===== config.mk =====
export PLATFORM = sky130hd
export DESIGN_NAME = seqdet_scheduler_flat
export DESIGN_NICKNAME = d
export VERILOG_FILES = /design/src/rtl/seqdet_pkg.sv /design/src/rtl/seqdet_scheduler_if.sv /design/src/rtl/seqdet_scheduler_rr_arbiter.sv /design/src/rtl/seqdet_scheduler.sv /design/src/flat_wrapper.sv
export SDC_FILE = /design/constraint.sdc
export NUM_CORES = 1
export LEC_CHECK = 0
export CAP_MARGIN = 5
export CORE_MARGIN = 2
export CORE_UTILIZATION = 50
export DETAILED_ROUTE_END_ITERATION = 7
export PLACE_DENSITY = 0.81
export SLEW_MARGIN = 10
export SYNTH_ARGS = -nofsm -noshare
export SYNTH_HDL_FRONTEND = slang
export SYNTH_SLANG_ARGS = --single-unit
export TNS_END_PERCENT = 1

===== constraint.sdc =====
create_clock -name clk -period 5.7 [get_ports clk]
set_clock_uncertainty 0.15 [all_clocks]
set_input_delay 1.14 -clock clk [delete_from_list [all_inputs] [get_ports clk]]
set_output_delay 1.14 -clock clk [all_outputs]
set_load 0.02 [all_outputs]

===== src/rtl/seqdet_pkg.sv =====
// Shared types and constants for the time-multiplexed "101" sequence detector.
package seqdet_pkg;

  typedef enum logic [1:0] {
    ST_S0 = 2'b00,
    ST_S1 = 2'b01,
    ST_S2 = 2'b10
  } state_t;

  localparam int unsigned     CNT_W   = 8;
  localparam logic [CNT_W-1:0] CNT_MAX = 8'hFF;

  typedef struct packed {
    state_t nxt;
    logic   hit;
  } step_t;

  // One detector step for a consumed bit.
  function automatic step_t seqdet_step(input state_t s, input logic b);
    step_t r;
    r.hit = 1'b0;
    case (s)
      ST_S1:   r.nxt = b ? ST_S1 : ST_S2;
      ST_S2: begin
        r.nxt = b ? ST_S1 : ST_S0;
        r.hit = b;
      end
      // ST_S0 and the unused 2'b11 encoding behave identically
      default: r.nxt = b ? ST_S1 : ST_S0;
    endcase
    return r;
  endfunction

endpackage


===== src/rtl/seqdet_scheduler_if.sv =====
// Requester/match/counter-read bundle for seqdet_scheduler.
interface seqdet_scheduler_if #(
  parameter int unsigned NUM_CH = 4
);
  localparam int unsigned CH_W = $clog2(NUM_CH);

  logic [NUM_CH-1:0] req_valid;
  logic [NUM_CH-1:0] req_bit;
  logic [NUM_CH-1:0] req_ready;
  logic [NUM_CH-1:0] ch_clear;
  logic              match_valid;
  logic [CH_W-1:0]   match_ch;
  logic [CH_W-1:0]   cnt_sel;
  logic [7:0]        cnt_data;

  modport master (
    output req_valid, req_bit, ch_clear, cnt_sel,
    input  req_ready, match_valid, match_ch, cnt_data
  );

  modport slave (
    input  req_valid, req_bit, ch_clear, cnt_sel,
    output req_ready, match_valid, match_ch, cnt_data
  );

endinterface


===== src/rtl/seqdet_scheduler_rr_arbiter.sv =====
// Round-robin arbiter: first eligible channel at or after rr_ptr, wrapping.
module seqdet_rr_arbiter #(
  parameter  int unsigned NUM_CH = 4,
  localparam int unsigned CH_W   = $clog2(NUM_CH)
) (
  input  logic [NUM_CH-1:0] eligible_i,
  input  logic [CH_W-1:0]   rr_ptr_i,
  output logic [NUM_CH-1:0] grant_o,
  output logic [CH_W-1:0]   grant_idx_o,
  output logic              any_grant_o
);

  logic [CH_W-1:0] idx;

  always_comb begin
    grant_o     = '0;
    grant_idx_o = '0;
    any_grant_o = 1'b0;
    idx         = '0;
    for (int unsigned k = 0; k < NUM_CH; k++) begin
      idx = CH_W'((32'(rr_ptr_i) + k) % NUM_CH);
      if (!any_grant_o && eligible_i[idx]) begin
        any_grant_o  = 1'b1;
        grant_o[idx] = 1'b1;
        grant_idx_o  = idx;
      end
    end
  end

endmodule


===== src/rtl/seqdet_scheduler.sv =====
// Shared "101" overlapping detector serving NUM_CH serial requesters round-robin.
// Optional per-channel match counters: define SEQDET_MATCH_CNT_EN.
module seqdet_scheduler
  import seqdet_pkg::*;
#(
  parameter  int unsigned NUM_CH = 4,
  localparam int unsigned CH_W   = $clog2(NUM_CH)
) (
  input logic               clk,
  input logic               reset_n,
  seqdet_scheduler_if.slave bus
);

  state_t          state_q [NUM_CH];
  state_t          state_d [NUM_CH];
  logic [CH_W-1:0] rr_ptr_q, rr_ptr_d;
  logic            match_valid_q, match_valid_d;
  logic [CH_W-1:0] match_ch_q, match_ch_d;

  logic [NUM_CH-1:0] eligible;
  logic [NUM_CH-1:0] grant;
  logic [CH_W-1:0]   grant_idx;
  logic              any_grant;
  step_t             step;

  // Reset gates eligibility so no grant is shown while reset is held.
  assign eligible = bus.req_valid & ~bus.ch_clear & {NUM_CH{reset_n}};

  seqdet_rr_arbiter #(.NUM_CH(NUM_CH)) u_arb (
    .eligible_i  (eligible),
    .rr_ptr_i    (rr_ptr_q),
    .grant_o     (grant),
    .grant_idx_o (grant_idx),
    .any_grant_o (any_grant)
  );

  assign bus.req_ready   = grant;
  assign bus.match_valid = match_valid_q;
  assign bus.match_ch    = match_ch_q;

  always_comb begin
    state_d       = state_q;
    rr_ptr_d      = rr_ptr_q;
    match_valid_d = 1'b0;
    match_ch_d    = match_ch_q;
    step          = seqdet_step(state_q[grant_idx], bus.req_bit[grant_idx]);
    for (int unsigned i = 0; i < NUM_CH; i++) begin
      if (bus.ch_clear[i]) state_d[i] = ST_S0;
    end
    if (any_grant) begin
      state_d[grant_idx] = step.nxt;
      match_valid_d      = step.hit;
      if (step.hit) match_ch_d = grant_idx;
      rr_ptr_d = (grant_idx == CH_W'(NUM_CH - 1)) ? '0 : grant_idx + 1'b1;
    end
  end

  always_ff @(posedge clk or negedge reset_n) begin
    if (!reset_n) begin
      for (int unsigned i = 0; i < NUM_CH; i++) state_q[i] <= ST_S0;
      rr_ptr_q      <= '0;
      match_valid_q <= 1'b0;
      match_ch_q    <= '0;
    end else begin
      for (int unsigned i = 0; i < NUM_CH; i++) state_q[i] <= state_d[i];
      rr_ptr_q      <= rr_ptr_d;
      match_valid_q <= match_valid_d;
      match_ch_q    <= match_ch_d;
    end
  end

`ifdef SEQDET_MATCH_CNT_EN
  logic [CNT_W-1:0] cnt_q [NUM_CH];
  logic [CNT_W-1:0] cnt_d [NUM_CH];

  always_comb begin
    cnt_d = cnt_q;
    for (int unsigned i = 0; i < NUM_CH; i++) begin
      if (bus.ch_clear[i]) begin
        cnt_d[i] = '0;
      end else if (match_valid_d && grant_idx == CH_W'(i) && cnt_q[i] != CNT_MAX) begin
        cnt_d[i] = cnt_q[i] + 1'b1;
      end
    end
  end

  always_ff @(posedge clk or negedge reset_n) begin
    if (!reset_n) begin
      for (int unsigned i = 0; i < NUM_CH; i++) cnt_q[i] <= '0;
    end else begin
      for (int unsigned i = 0; i < NUM_CH; i++) cnt_q[i] <= cnt_d[i];
    end
  end

  assign bus.cnt_data = (32'(bus.cnt_sel) < NUM_CH) ? cnt_q[bus.cnt_sel] : '0;
`else
  logic unused_cnt_sel;
  assign unused_cnt_sel = ^bus.cnt_sel;
  assign bus.cnt_data   = '0;
`endif

endmodule


===== src/flat_wrapper.sv =====
// flat-port wrapper written by rule: the top's interface ports become plain ports
module seqdet_scheduler_flat import seqdet_pkg::*;
#(
  parameter  int unsigned NUM_CH = 4,
  localparam int unsigned CH_W   = $clog2(NUM_CH)
)
  (clk, reset_n, bus_req_valid, bus_req_bit, bus_ch_clear, bus_cnt_sel, bus_req_ready, bus_match_valid, bus_match_ch, bus_cnt_data);
  seqdet_scheduler_if #(.NUM_CH(NUM_CH)) bus_i ();
  input logic clk;
  input logic reset_n;
  input wire logic [$bits(bus_i.req_valid)-1:0] bus_req_valid;
  input wire logic [$bits(bus_i.req_bit)-1:0] bus_req_bit;
  input wire logic [$bits(bus_i.ch_clear)-1:0] bus_ch_clear;
  input wire logic [$bits(bus_i.cnt_sel)-1:0] bus_cnt_sel;
  output wire logic [$bits(bus_i.req_ready)-1:0] bus_req_ready;
  output wire logic [$bits(bus_i.match_valid)-1:0] bus_match_valid;
  output wire logic [$bits(bus_i.match_ch)-1:0] bus_match_ch;
  output wire logic [$bits(bus_i.cnt_data)-1:0] bus_cnt_data;
  assign bus_i.req_valid = bus_req_valid;
  assign bus_i.req_bit = bus_req_bit;
  assign bus_i.ch_clear = bus_ch_clear;
  assign bus_i.cnt_sel = bus_cnt_sel;
  assign bus_req_ready = bus_i.req_ready;
  assign bus_match_valid = bus_i.match_valid;
  assign bus_match_ch = bus_i.match_ch;
  assign bus_cnt_data = bus_i.cnt_data;
  seqdet_scheduler #(.NUM_CH(NUM_CH)) u_core (.clk(clk), .reset_n(reset_n), .bus(bus_i));
endmodule

==> out/results.md, run 1 <==
### STA
- **upper clock frequency limit** 191 MHz
- **slew margin rel.** 57.2%
- **count of pins over their slew limit** 0
- **RSZ-0062 raised after global routing** no
- **endpoints failing setup** 0
- **Tmin final** 5.24 ns
- **count of final hold-check violations** 0
- **final clock period utilization by the worst path** 91.9%
- **Tightest Pin Transition** 0.639 ns
- **setup TNS** 0 ns

### CTS
- **CTS tree** built
- **worst-case clock buffer depth** 2
- **number of buffers inserted by post-CTS setup repair** 0
- **clock tree root buffer cell** sky130_fd_sc_hd__clkbuf_4
- **CTS sink cnt** 13
- **clk_lat worst skew** 0.28 ns
- **H-tree depth** 1
- **Clock transition at path regs** 0.07 ns
- **total clock buffers created by CTS** 3
- **Gates resized, CTS repair** 0
- **Post-CTS Hold Fix Bufs** 0

### Worst setup path
- **reg-to-reg critical path endpoint** u_core.bus.match_ch[1]
- **worst path bufs/invs** 3
- **Crit Path Category** in2out
- **path depth of the worst reg2reg path** 10
- **critical path's top delay family** buffers and inverters
- **slack of the worst reg-to-reg path** 1.56 ns
- **Critical Path, Cell by Cell** clkdlybuf4s50_1, nor2b_1, mux4_2, and2_4, a2111oi_0, buf_4, a22oi_1, o21ai_0, clkdlybuf4s50_1
- **Max Fanout on Critical Path** 7
- **cell type with the highest occurrence count on the critical path** sky130_fd_sc_hd__clkdlybuf4s50_1
- **data arrival time of the critical path** 3.95 ns
- **stage delay of the slowest cell on the critical path** 0.62 ns
- **startpoint of the worst register-to-register path** u_core.rr_ptr_q[0]
- **required arrival time at the worst endpoint** 4.41 ns
- **element type at the critical path start** primary input
- **worst-path cell with the longest stage delay** sky130_fd_sc_hd__clkdlybuf4s50_1
- **Critical Path End Type** output pin

### Detailed routing
- **drt drc** 0
- **number of iterations in the first detailed-routing pass** 4
- **routed wire length** 2700 um
- **Detailed Route Iter0 Violations** 51
- **vias post-DR** 1096
- **routed vias/inst** 5.92
- **detail-routed net length per standard cell** 14.6 um
- **DRT antenna net count** 0

### Cells and area
- **Final Net Count** 182
- **count of inserted antenna diode cells** 0
- **post-route cell area** 0.00143 mm2
- **fraction of layout cells with a size suffix above 1** 9.55%
- **Layout area overhead** 16.4%

### Worst hold path
- **launch point of the worst hold path** u_core.bus.match_ch[1]
- **hold worst-path end** u_core.bus.match_ch[1]
- **Hold WC Path Type** reg2reg
- **WHS Path Cells** 1

### Logic synthesis
- **synthesized netlist cell count** 137
- **mux contribution to synthesized area** 6.92%
- **fraction of post-synthesis cell area in the top cell type by area** 26.4%
- **flops & latches, synth** 13
- **Synth Cell Area** 0.00123 mm2
- **number of distinct library cells after synthesis** 41
- **synthesized-area fraction occupied by and/or/nand/nor cells** 27.6%
- **share of synthesized flip-flops with an asynchronous set or reset** 100%
- **leading cell types by total area after synthesis** sky130_fd_sc_hd__dfrtp_1 (26%), sky130_fd_sc_hd__ha_1 (8.1%), sky130_fd_sc_hd__a22oi_1 (6.7%)
- **number of warning messages in the yosys log** 0
- **Post-synth top flop** sky130_fd_sc_hd__dfrtp_1
- **number of enable flip-flop cells after synthesis** 0
- **sequential cell area fraction in the yosys report** 26.4%
- **compound-cell area share of the yosys netlist** 20.2%
- **fraction of the mapped netlist area in adder cells** 8.14%
- **combinational family with the most area after synthesis** simple AND/OR/NAND/NOR gates
- **Post-Syn Area per Cell** 8.98 um2
- **post-synthesis cell type with the largest combined area** sky130_fd_sc_hd__dfrtp_1
- **post-synthesis xor/xnor area fraction** 0%

### Global route
- **remaining global-route overflow** 0
- **gr usage total** 22.1%
- **pin count of the biggest net entering global routing** 14
- **first-pass GRT wire length** 4540 um
- **number of antenna violations at the first check in global routing** 0
- **number of global-route vias before repair** 1020

### Pwr
- **leakage power figure** 0.000587 uW
- **VDD IR-drop max** 0.204 mV
- **total power per unit cell area** 355 mW/mm2
- **Total Power Consumption** 509 uW

### Status
- **status** complete, no violations

### Placed design
- **placed wire-length estimate after detailed placement** 2130 um
- **port buffer count** 20
- **dpl cell area** 0.00141 mm2
- **final RePlAce weighted congestion** 0.851

### Floorplan
- **Starting Density** 54.0%
- **core box area** 0.00228 mm2
- **total number of placement rows** 17
- **height of the die** 53.6 um
- **area enclosed by the die boundary** 0.00287 mm2
- **I/O pin count** 31
- **Die Span X** 53.6 um

### Job
- **Max-Cap Viols** 0

-- flip-flops by register name (all words and copies together), names as in the netlist --
signal	flops
u_core.rr_ptr_q	2
u_core.state_q	8
u_core.bus.match_ch	2
u_core.bus.match_valid	1
-- report_power, final --
group	leakage (uW)	internal (uW)	switching [uW]
combinational	0.000395	133	182
clock	0.0000150	27.2	27.6
sequential	0.000177	110	28.9
-- cells in the final DEF (no fill, tap or decap), types with 2 or more instances in the layout --
cell and instances:
sky130_fd_sc_hd__a31oi_1 3, sky130_fd_sc_hd__nor2b_2 3, sky130_fd_sc_hd__nor2_1 4, sky130_fd_sc_hd__a21oi_1 3, sky130_fd_sc_hd__conb_1 8, sky130_fd_sc_hd__a22oi_1 11, sky130_fd_sc_hd__inv_1 7, sky130_fd_sc_hd__o211ai_1 2
sky130_fd_sc_hd__nand2_1 10, sky130_fd_sc_hd__nand3_1 5, sky130_fd_sc_hd__dfrtp_1 13, sky130_fd_sc_hd__clkdlybuf4s50_1 20, sky130_fd_sc_hd__clkbuf_4 3, sky130_fd_sc_hd__ha_1 8, sky130_fd_sc_hd__nand3b_1 9, sky130_fd_sc_hd__o21ai_0 13
sky130_fd_sc_hd__mux4_2 2, sky130_fd_sc_hd__mux2_4 2, sky130_fd_sc_hd__nand4_1 4, sky130_fd_sc_hd__nand2b_1 2, sky130_fd_sc_hd__or2b_1 2, sky130_fd_sc_hd__buf_4 2, sky130_fd_sc_hd__and2_1 2
-- worst register-to-register path: stages, from the launching register on --
cell and delay, ns:
sky130_fd_sc_hd__dfrtp_1 0.60, sky130_fd_sc_hd__inv_1 0.23, sky130_fd_sc_hd__ha_1 0.38, sky130_fd_sc_hd__inv_1 0.13
sky130_fd_sc_hd__mux4_2 0.32, sky130_fd_sc_hd__and2_4 0.20, sky130_fd_sc_hd__a31oi_1 0.48, sky130_fd_sc_hd__and2_1 0.37
sky130_fd_sc_hd__mux4_2 0.59, sky130_fd_sc_hd__nor4_4 0.25, sky130_fd_sc_hd__mux2_4 0.33
-- routing by layer --
metal  part of all wire (%)  GRT usage, %
met1                     43          27.4
met2                     49          35.4
met3                    6.1          6.11
met4                    2.3          11.1
met5                      0             0
-- kinds of logic (layout without fill, tap and decap cells) --
| family | after synthesis | in the layout |
|---|---|---|
| AO/OA/AOI/OAI | 38 | 38 |
| adder cells (fa/ha/maj) | 8 | 8 |
| buffers and inverters | 20 | 33 |
| flip-flops | 13 | 13 |
| multiplexers | 5 | 5 |
| other | 1 | 8 |
| AND/OR/NAND/NOR | 52 | 52 |
-- Yosys cell counts, types with 2 or more instances --
master,n
sky130_fd_sc_hd__mux4_2,2
sky130_fd_sc_hd__clkbuf_1,2
sky130_fd_sc_hd__a21oi_1,3
sky130_fd_sc_hd__nand2b_1,2
sky130_fd_sc_hd__a31oi_1,3
sky130_fd_sc_hd__o211ai_1,2
sky130_fd_sc_hd__nand3_1,5
sky130_fd_sc_hd__nand2_1,10
sky130_fd_sc_hd__nand4_1,4
sky130_fd_sc_hd__a22oi_1,11
sky130_fd_sc_hd__nand3b_1,9
sky130_fd_sc_hd__dfrtp_1,13
sky130_fd_sc_hd__buf_4,8
sky130_fd_sc_hd__buf_6,3
sky130_fd_sc_hd__nor2b_2,3
sky130_fd_sc_hd__nor2_1,4
sky130_fd_sc_hd__o21ai_0,13
sky130_fd_sc_hd__mux2_4,2
sky130_fd_sc_hd__inv_1,7
sky130_fd_sc_hd__or2b_1,2
sky130_fd_sc_hd__and2_1,2
sky130_fd_sc_hd__ha_1,8
-- worst max-delay path by stage --
stage,from,slack (ns),endpoint,cells after the start
global placement,bus_ch_clear[1],0.55,bus_req_ready[0],9
floorplan,bus_req_valid[0],1.06,bus_req_ready[0],7
global route,bus_ch_clear[3],0.30,bus_req_ready[2],9
CTS,bus_ch_clear[3],0.49,bus_req_ready[2],9
finish,bus_ch_clear[3],0.46,bus_req_ready[2],9
detailed placement,bus_ch_clear[3],0.50,bus_req_ready[2],9
-- cell type report --
class | count | area [um2]
fillers | 195 | 845
inverters | 7 | 26.3
multi-input cells | 111 | 803
well taps | 28 | 35.0
clock buffers | 4 | 26.3
repair buffers | 22 | 215
flip-flops and latches | 13 | 325
-- through the flow --
stage	hold slack [ns]	setup WS [ns]	std cells	utilization, %
after floorplan	0.323	1.06	144	-
after global placement	0.347	0.549	181	61.7
after detailed placement	0.351	0.496	181	61.7
after CTS	0.373	0.486	185	62.9
after global routing	0.392	0.300	185	62.9
final	0.367	0.460	185	62.9
No activity file was read; power rests on OpenSTA's default activity.
==> run 2: changes to the inputs <==
--- a/config.mk
+++ b/config.mk
@@ -6,6 +6,7 @@
 export NUM_CORES = 1
 export LEC_CHECK = 0
 export CAP_MARGIN = 5
+export CORE_ASPECT_RATIO = 0.9
 export CORE_MARGIN = 2
 export CORE_UTILIZATION = 50
 export DETAILED_ROUTE_END_ITERATION = 7
==> run 2 against run 1 <==
- die area is essentially flat
- final area is 0.52% higher
- critical endpoint unchanged
- critical path type unchanged
- highest routed layer unchanged
- fmax increased by 0.77%
==> out/results.md, run 2 (synthesis gave the netlist of run 1 again) <==
### Status
- **status** complete, no violations

### Cells and area
- **Largest register FFs** 8
- **register ranked first by flip-flop count** u_core.state_q
- **Final Net Count** 183
- **final standard cell count with taps included and fillers excluded** 186
- **leading cell types in the layout, fill and taps excluded** sky130_fd_sc_hd__clkdlybuf4s50_1 (20), sky130_fd_sc_hd__o21ai_0 (13), sky130_fd_sc_hd__dfrtp_1 (13)
- **fraction of layout cells with a size suffix above 1** 10.1%
- **Layout area overhead** 17.0%
- **count of inserted antenna diode cells** 0
- **commonest non-fill, non-tap cell in the layout** sky130_fd_sc_hd__clkdlybuf4s50_1

### Job
- **Max-Cap Viols** 0

### Detailed routing
- **DRT antenna net count** 0
- **routed wire length** 2650 um
- **detail-routed net length per standard cell** 14.2 um
- **Met2 Wirelength** 1290 um
- **routed length on met3** 169 um
- **met1 wire length** 1170 um
- **number of iterations in the first detailed-routing pass** 4
- **routed vias/inst** 5.82
- **vias post-DR** 1083
- **highest routed layer** met4
- **drt drc** 0
- **Detailed Route Iter0 Violations** 51

### Worst setup path
- **required arrival time at the worst endpoint** 4.41 ns
- **Max Fanout on Critical Path** 7
- **slack of the worst reg-to-reg path** 1.57 ns
- **reg-to-reg critical path endpoint** u_core.bus.match_ch[1]
- **data arrival time of the critical path** 3.91 ns
- **Critical Path End Type** output pin
- **element type at the critical path start** primary input
- **Crit Path Category** in2out
- **startpoint of the worst register-to-register path** u_core.rr_ptr_q[0]
- **path depth of the worst reg2reg path** 10
- **Setup crit start** bus_ch_clear[0]

### Pwr
- **Total Power Consumption** 512 uW
- **total power per unit cell area** 356 mW/mm2
- **leakage power figure** 0.000592 uW
- **VDD IR-drop max** 0.260 mV

### CTS
- **worst-case clock buffer depth** 2
- **CTS tree** built
- **Clock transition at path regs** 0.07 ns
- **Post-CTS Hold Fix Bufs** 0
- **CTS sink cnt** 13
- **H-tree depth** 1
- **Gates resized, CTS repair** 0
- **clk_lat worst skew** 0.27 ns
- **total clock buffers created by CTS** 3
- **number of buffers inserted by post-CTS setup repair** 0
- **clock tree root buffer cell** sky130_fd_sc_hd__clkbuf_4

### Floorplan
- **I/O pin count** 31
- **core box area** 0.00240 mm2
- **area enclosed by the die boundary** 0.00287 mm2
- **height of the die** 51.1 um
- **Die Span X** 56.3 um
- **total number of placement rows** 17
- **Starting Density** 51.2%

### Placed design
- **final RePlAce weighted congestion** 0.899
- **placed wire-length estimate after detailed placement** 2140 um
- **number of placed instances, taps included** 182
- **port buffer count** 20

### Worst hold path
- **Hold WC Path Type** reg2reg
- **hold worst-path end** u_core.bus.match_ch[0]
- **WHS Path Cells** 1
- **launch point of the worst hold path** u_core.bus.match_ch[0]

### STA
- **upper clock frequency limit** 192 MHz
- **RSZ-0062 raised after global routing** no
- **endpoints failing setup** 0
- **slew margin rel.** 57.6%
- **setup TNS** 0 ns
- **count of final hold-check violations** 0
- **Tightest Pin Transition** 0.632 ns
- **Tmin final** 5.20 ns
- **count of pins over their slew limit** 0
- **final clock period utilization by the worst path** 91.2%

### Global route
- **pin count of the biggest net entering global routing** 14
- **remaining global-route overflow** 0
- **number of global-route vias before repair** 985
- **gr usage total** 19.4%
- **first-pass GRT wire length** 4370 um
- **number of antenna violations at the first check in global routing** 0

[run 2: cell types whose count changed in the layout (fill, tap and decap cells not counted)]
cell | previous run | this run
sky130_fd_sc_hd__buf_4 | 2 | 3
[run 2: layout make-up]
class / count / area (um2)
fillers: 207 / 965
repair buffers: 23 / 223
multi-input cells: 111 / 803
flip-flops and latches: 13 / 325
inverters: 7 / 26.3
well taps: 28 / 35.0
clock buffers: 4 / 26.3
[run 2: how the worst max path moves through the flow]
stage / slack (ns) / cells after the start / end
2_1_floorplan: 1.06 / 7 / bus_req_ready[0]
3_3_place_gp: 0.52 / 9 / bus_req_ready[3]
3_5_place_dp: 0.51 / 9 / bus_req_ready[0]
4_1_cts: 0.50 / 9 / bus_req_ready[0]
5_1_grt: 0.39 / 9 / bus_req_ready[1]
6_report: 0.50 / 9 / bus_req_ready[2]
[run 2: worst max-delay path: stages]
cell and delay (ns):
sky130_fd_sc_hd__clkdlybuf4s50_1 0.57, sky130_fd_sc_hd__nor2b_2 0.10, sky130_fd_sc_hd__mux4_2 0.47, sky130_fd_sc_hd__and2_4 0.20, sky130_fd_sc_hd__a2111oi_0 0.38, sky130_fd_sc_hd__buf_4 0.20, sky130_fd_sc_hd__a22oi_1 0.06, sky130_fd_sc_hd__o21ai_0 0.16
sky130_fd_sc_hd__clkdlybuf4s50_1 0.63
[run 2: metal layers]
metal / vias to the layer above / GRT usage (%)
met4: 0 / 4.76
met1: 495 / 25.1
met5: - / 0
met3: 2 / 4.56
met2: 49 / 33.1
li1: 537 / -
[run 2: where the power goes]
| part | switching, uW | internal [uW] | total (uW) |
|---|---|---|---|
| combinational | 183 | 134 | 317 |
| clock | 28.8 | 27.2 | 56.0 |
| sequential | 29.6 | 110 | 140 |
| total | 241 | 271 | 512 |
[run 2: through the flow]
stage	util (%)	setup slack [ns]	area, um2	hold WS (ns)
6_report	59.9	0.500	1440	0.364
5_1_grt	59.9	0.389	1440	0.395
4_1_cts	59.9	0.496	1440	0.367
3_5_place_dp	58.8	0.508	1410	0.348
3_3_place_gp	58.8	0.516	1410	0.346
2_1_floorplan	-	1.06	1260	0.323
==> run 3: changes to the inputs <==
--- a/config.mk
+++ b/config.mk
@@ -9,6 +9,7 @@
 export CORE_ASPECT_RATIO = 0.9
 export CORE_MARGIN = 2
 export CORE_UTILIZATION = 50
+export CTS_BUF_LIST = sky130_fd_sc_hd__clkbuf_16
 export DETAILED_ROUTE_END_ITERATION = 7
 export PLACE_DENSITY = 0.81
 export SLEW_MARGIN = 10
==> run 3 against run 2 <==
- hold slack lost 0.0073 ns
- sequential share of layout area fell by 0.80 points
- clock power is 130% higher
- global-route usage rose by 0.055 points
- combinational power is essentially flat
- sequential power is essentially flat
==> out/results.md, run 3 (synthesis gave the netlist of run 1 again) <==
### Status
- **status** complete, no violations

### Cells and area
- **filler instances** 195
- **Largest register FFs** 8
- **register ranked first by flip-flop count** u_core.state_q
- **Layout area overhead** 21.3%
- **Final Net Count** 183
- **post-route cell area** 0.00149 mm2
- **count of inserted antenna diode cells** 0
- **commonest non-fill, non-tap cell in the layout** sky130_fd_sc_hd__clkdlybuf4s50_1
- **FF+latch area** 325 um2
- **fraction of layout cells with a size suffix above 1** 10.1%
- **leading cell types in the layout, fill and taps excluded** sky130_fd_sc_hd__clkdlybuf4s50_1 (20), sky130_fd_sc_hd__o21ai_0 (13), sky130_fd_sc_hd__dfrtp_1 (13)
- **post-layout utilization of the core** 62.1%
- **final standard cell count with taps included and fillers excluded** 186
- **combined area of the multi-input logic cells** 803 um2

### Detailed routing
- **Detailed Route Iter0 Violations** 41
- **vias post-DR** 1090
- **routed vias/inst** 5.86
- **number of iterations in the first detailed-routing pass** 4
- **DRT antenna net count** 0
- **detail-routed net length per standard cell** 14.7 um
- **drt drc** 0
- **routed wire length** 2730 um

### STA
- **upper clock frequency limit** 192 MHz
- **count of final hold-check violations** 0
- **final clock period utilization by the worst path** 91.4%
- **count of pins over their slew limit** 0
- **RSZ-0062 raised after global routing** no
- **setup TNS** 0 ns
- **Tightest Pin Transition** 0.626 ns
- **slew margin rel.** 58.1%
- **Tmin final** 5.21 ns
- **endpoints failing setup** 0

### Placed design
- **dpl cell area** 0.00141 mm2
- **placed wire-length estimate after detailed placement** 2140 um
- **number of placed instances, taps included** 182
- **port buffer count** 20
- **final RePlAce weighted congestion** 0.899

### Worst setup path
- **cell type with the highest occurrence count on the critical path** sky130_fd_sc_hd__clkdlybuf4s50_1
- **Critical Path End Type** output pin
- **Crit Path Category** in2out
- **startpoint of the worst register-to-register path** u_core.rr_ptr_q[0]
- **worst-path cell with the longest stage delay** sky130_fd_sc_hd__clkdlybuf4s50_1
- **Setup crit start** bus_ch_clear[0]
- **critical path capture point** bus_req_ready[2]
- **Critical Path, Cell by Cell** clkdlybuf4s50_1, nor2b_2, mux4_2, and2_4, a2111oi_0, buf_4, a22oi_1, o21ai_0, clkdlybuf4s50_1
- **required arrival time at the worst endpoint** 4.41 ns
- **path depth of the worst reg2reg path** 10
- **slack of the worst reg-to-reg path** 1.57 ns
- **Max Fanout on Critical Path** 7
- **data arrival time of the critical path** 3.92 ns
- **reg-to-reg critical path endpoint** u_core.bus.match_ch[1]
- **stage delay of the slowest cell on the critical path** 0.63 ns
- **element type at the critical path start** primary input

### Floorplan
- **Starting Density** 51.2%
- **core box area** 0.00240 mm2
- **total number of placement rows** 17
- **Die Span X** 56.3 um
- **I/O pin count** 31
- **height of the die** 51.1 um
- **area enclosed by the die boundary** 0.00287 mm2

### Global route
- **met1 track demand over resource** 24.6%
- **pin count of the biggest net entering global routing** 14
- **first-pass GRT wire length** 4400 um
- **number of antenna violations at the first check in global routing** 0
- **peak-usage layer in the global routing report** met2
- **met2 track utilization from global routing** 33.3%
- **gr usage total** 19.5%
- **met3 Use GR** 4.81%
- **number of global-route vias before repair** 1003
- **remaining global-route overflow** 0

### CTS
- **CTS tree** built
- **total clock buffers created by CTS** 3
- **Clock transition at path regs** 0.04 ns
- **number of buffers inserted by post-CTS setup repair** 0
- **clock tree root buffer cell** sky130_fd_sc_hd__clkbuf_16
- **Post-CTS Hold Fix Bufs** 0
- **Gates resized, CTS repair** 0
- **H-tree depth** 1
- **clk_lat worst skew** 0.24 ns
- **CTS sink cnt** 13
- **worst-case clock buffer depth** 2

### Pwr
- **leakage power figure** 0.000619 uW
- **VDD IR-drop max** 0.333 mV
- **Total Power Consumption** 589 uW
- **total power per unit cell area** 395 mW/mm2

### Job
- **Max-Cap Viols** 0

### Worst hold path
- **Hold WC Path Type** reg2reg

## run 3: cell types whose count changed in the layout (fill, tap and decap cells not counted), sizes merged
cell    delta
clkbuf     -1
inv        +1
## run 3: per-stage QoR
stage / hold WS (ns) / setup WS [ns]
floorplan: 0.323 / 1.06
global placement: 0.346 / 0.516
detailed placement: 0.348 / 0.508
CTS: 0.360 / 0.503
global route: 0.388 / 0.389
finish: 0.357 / 0.492
## run 3: power breakdown
group	internal (uW)	total (uW)	switching [uW]
logic	134	318	184
clock network	92.5	131	38.7
registers	111	140	29.0
total	337	589	252
## run 3: final cells by class
type,instances,share of cell area (%)
inverter,7,1.76
sequential,13,21.8
timing repair buffer,23,14.9
clock buffer,3,5.03
tap,28,2.35
multi-input combinational,111,53.9
clock inverter,1,0.252
## run 3: routing by layer
metal	vias to the layer above	routed length, um
met1	515	1230
met5	-	0
li1	535	-
met3	5	122
met4	0	33
met2	35	1350
## run 3: how the worst min path moves through the flow
stage                                         to  slack (ns)                    from  cells past startpoint
after floorplan                u_core.state_q[4]        0.32       u_core.state_q[4]                      2
after global placement         u_core.state_q[4]        0.35       u_core.state_q[4]                      2
after detailed placement  u_core.bus.match_ch[0]        0.35  u_core.bus.match_ch[0]                      1
after CTS                 u_core.bus.match_ch[0]        0.36  u_core.bus.match_ch[0]                      1
after global routing           u_core.state_q[5]        0.39       u_core.state_q[5]                      2
final                     u_core.bus.match_ch[0]        0.36  u_core.bus.match_ch[0]                      1
## run 3: worst max-delay path: cells and delay by family
kind,cells,cell delay [ns]
buffers and inverters,3,1.40
and+or+nand+nor,2,0.30
muxes,1,0.47
AOI/OAI and AO/OA,3,0.61
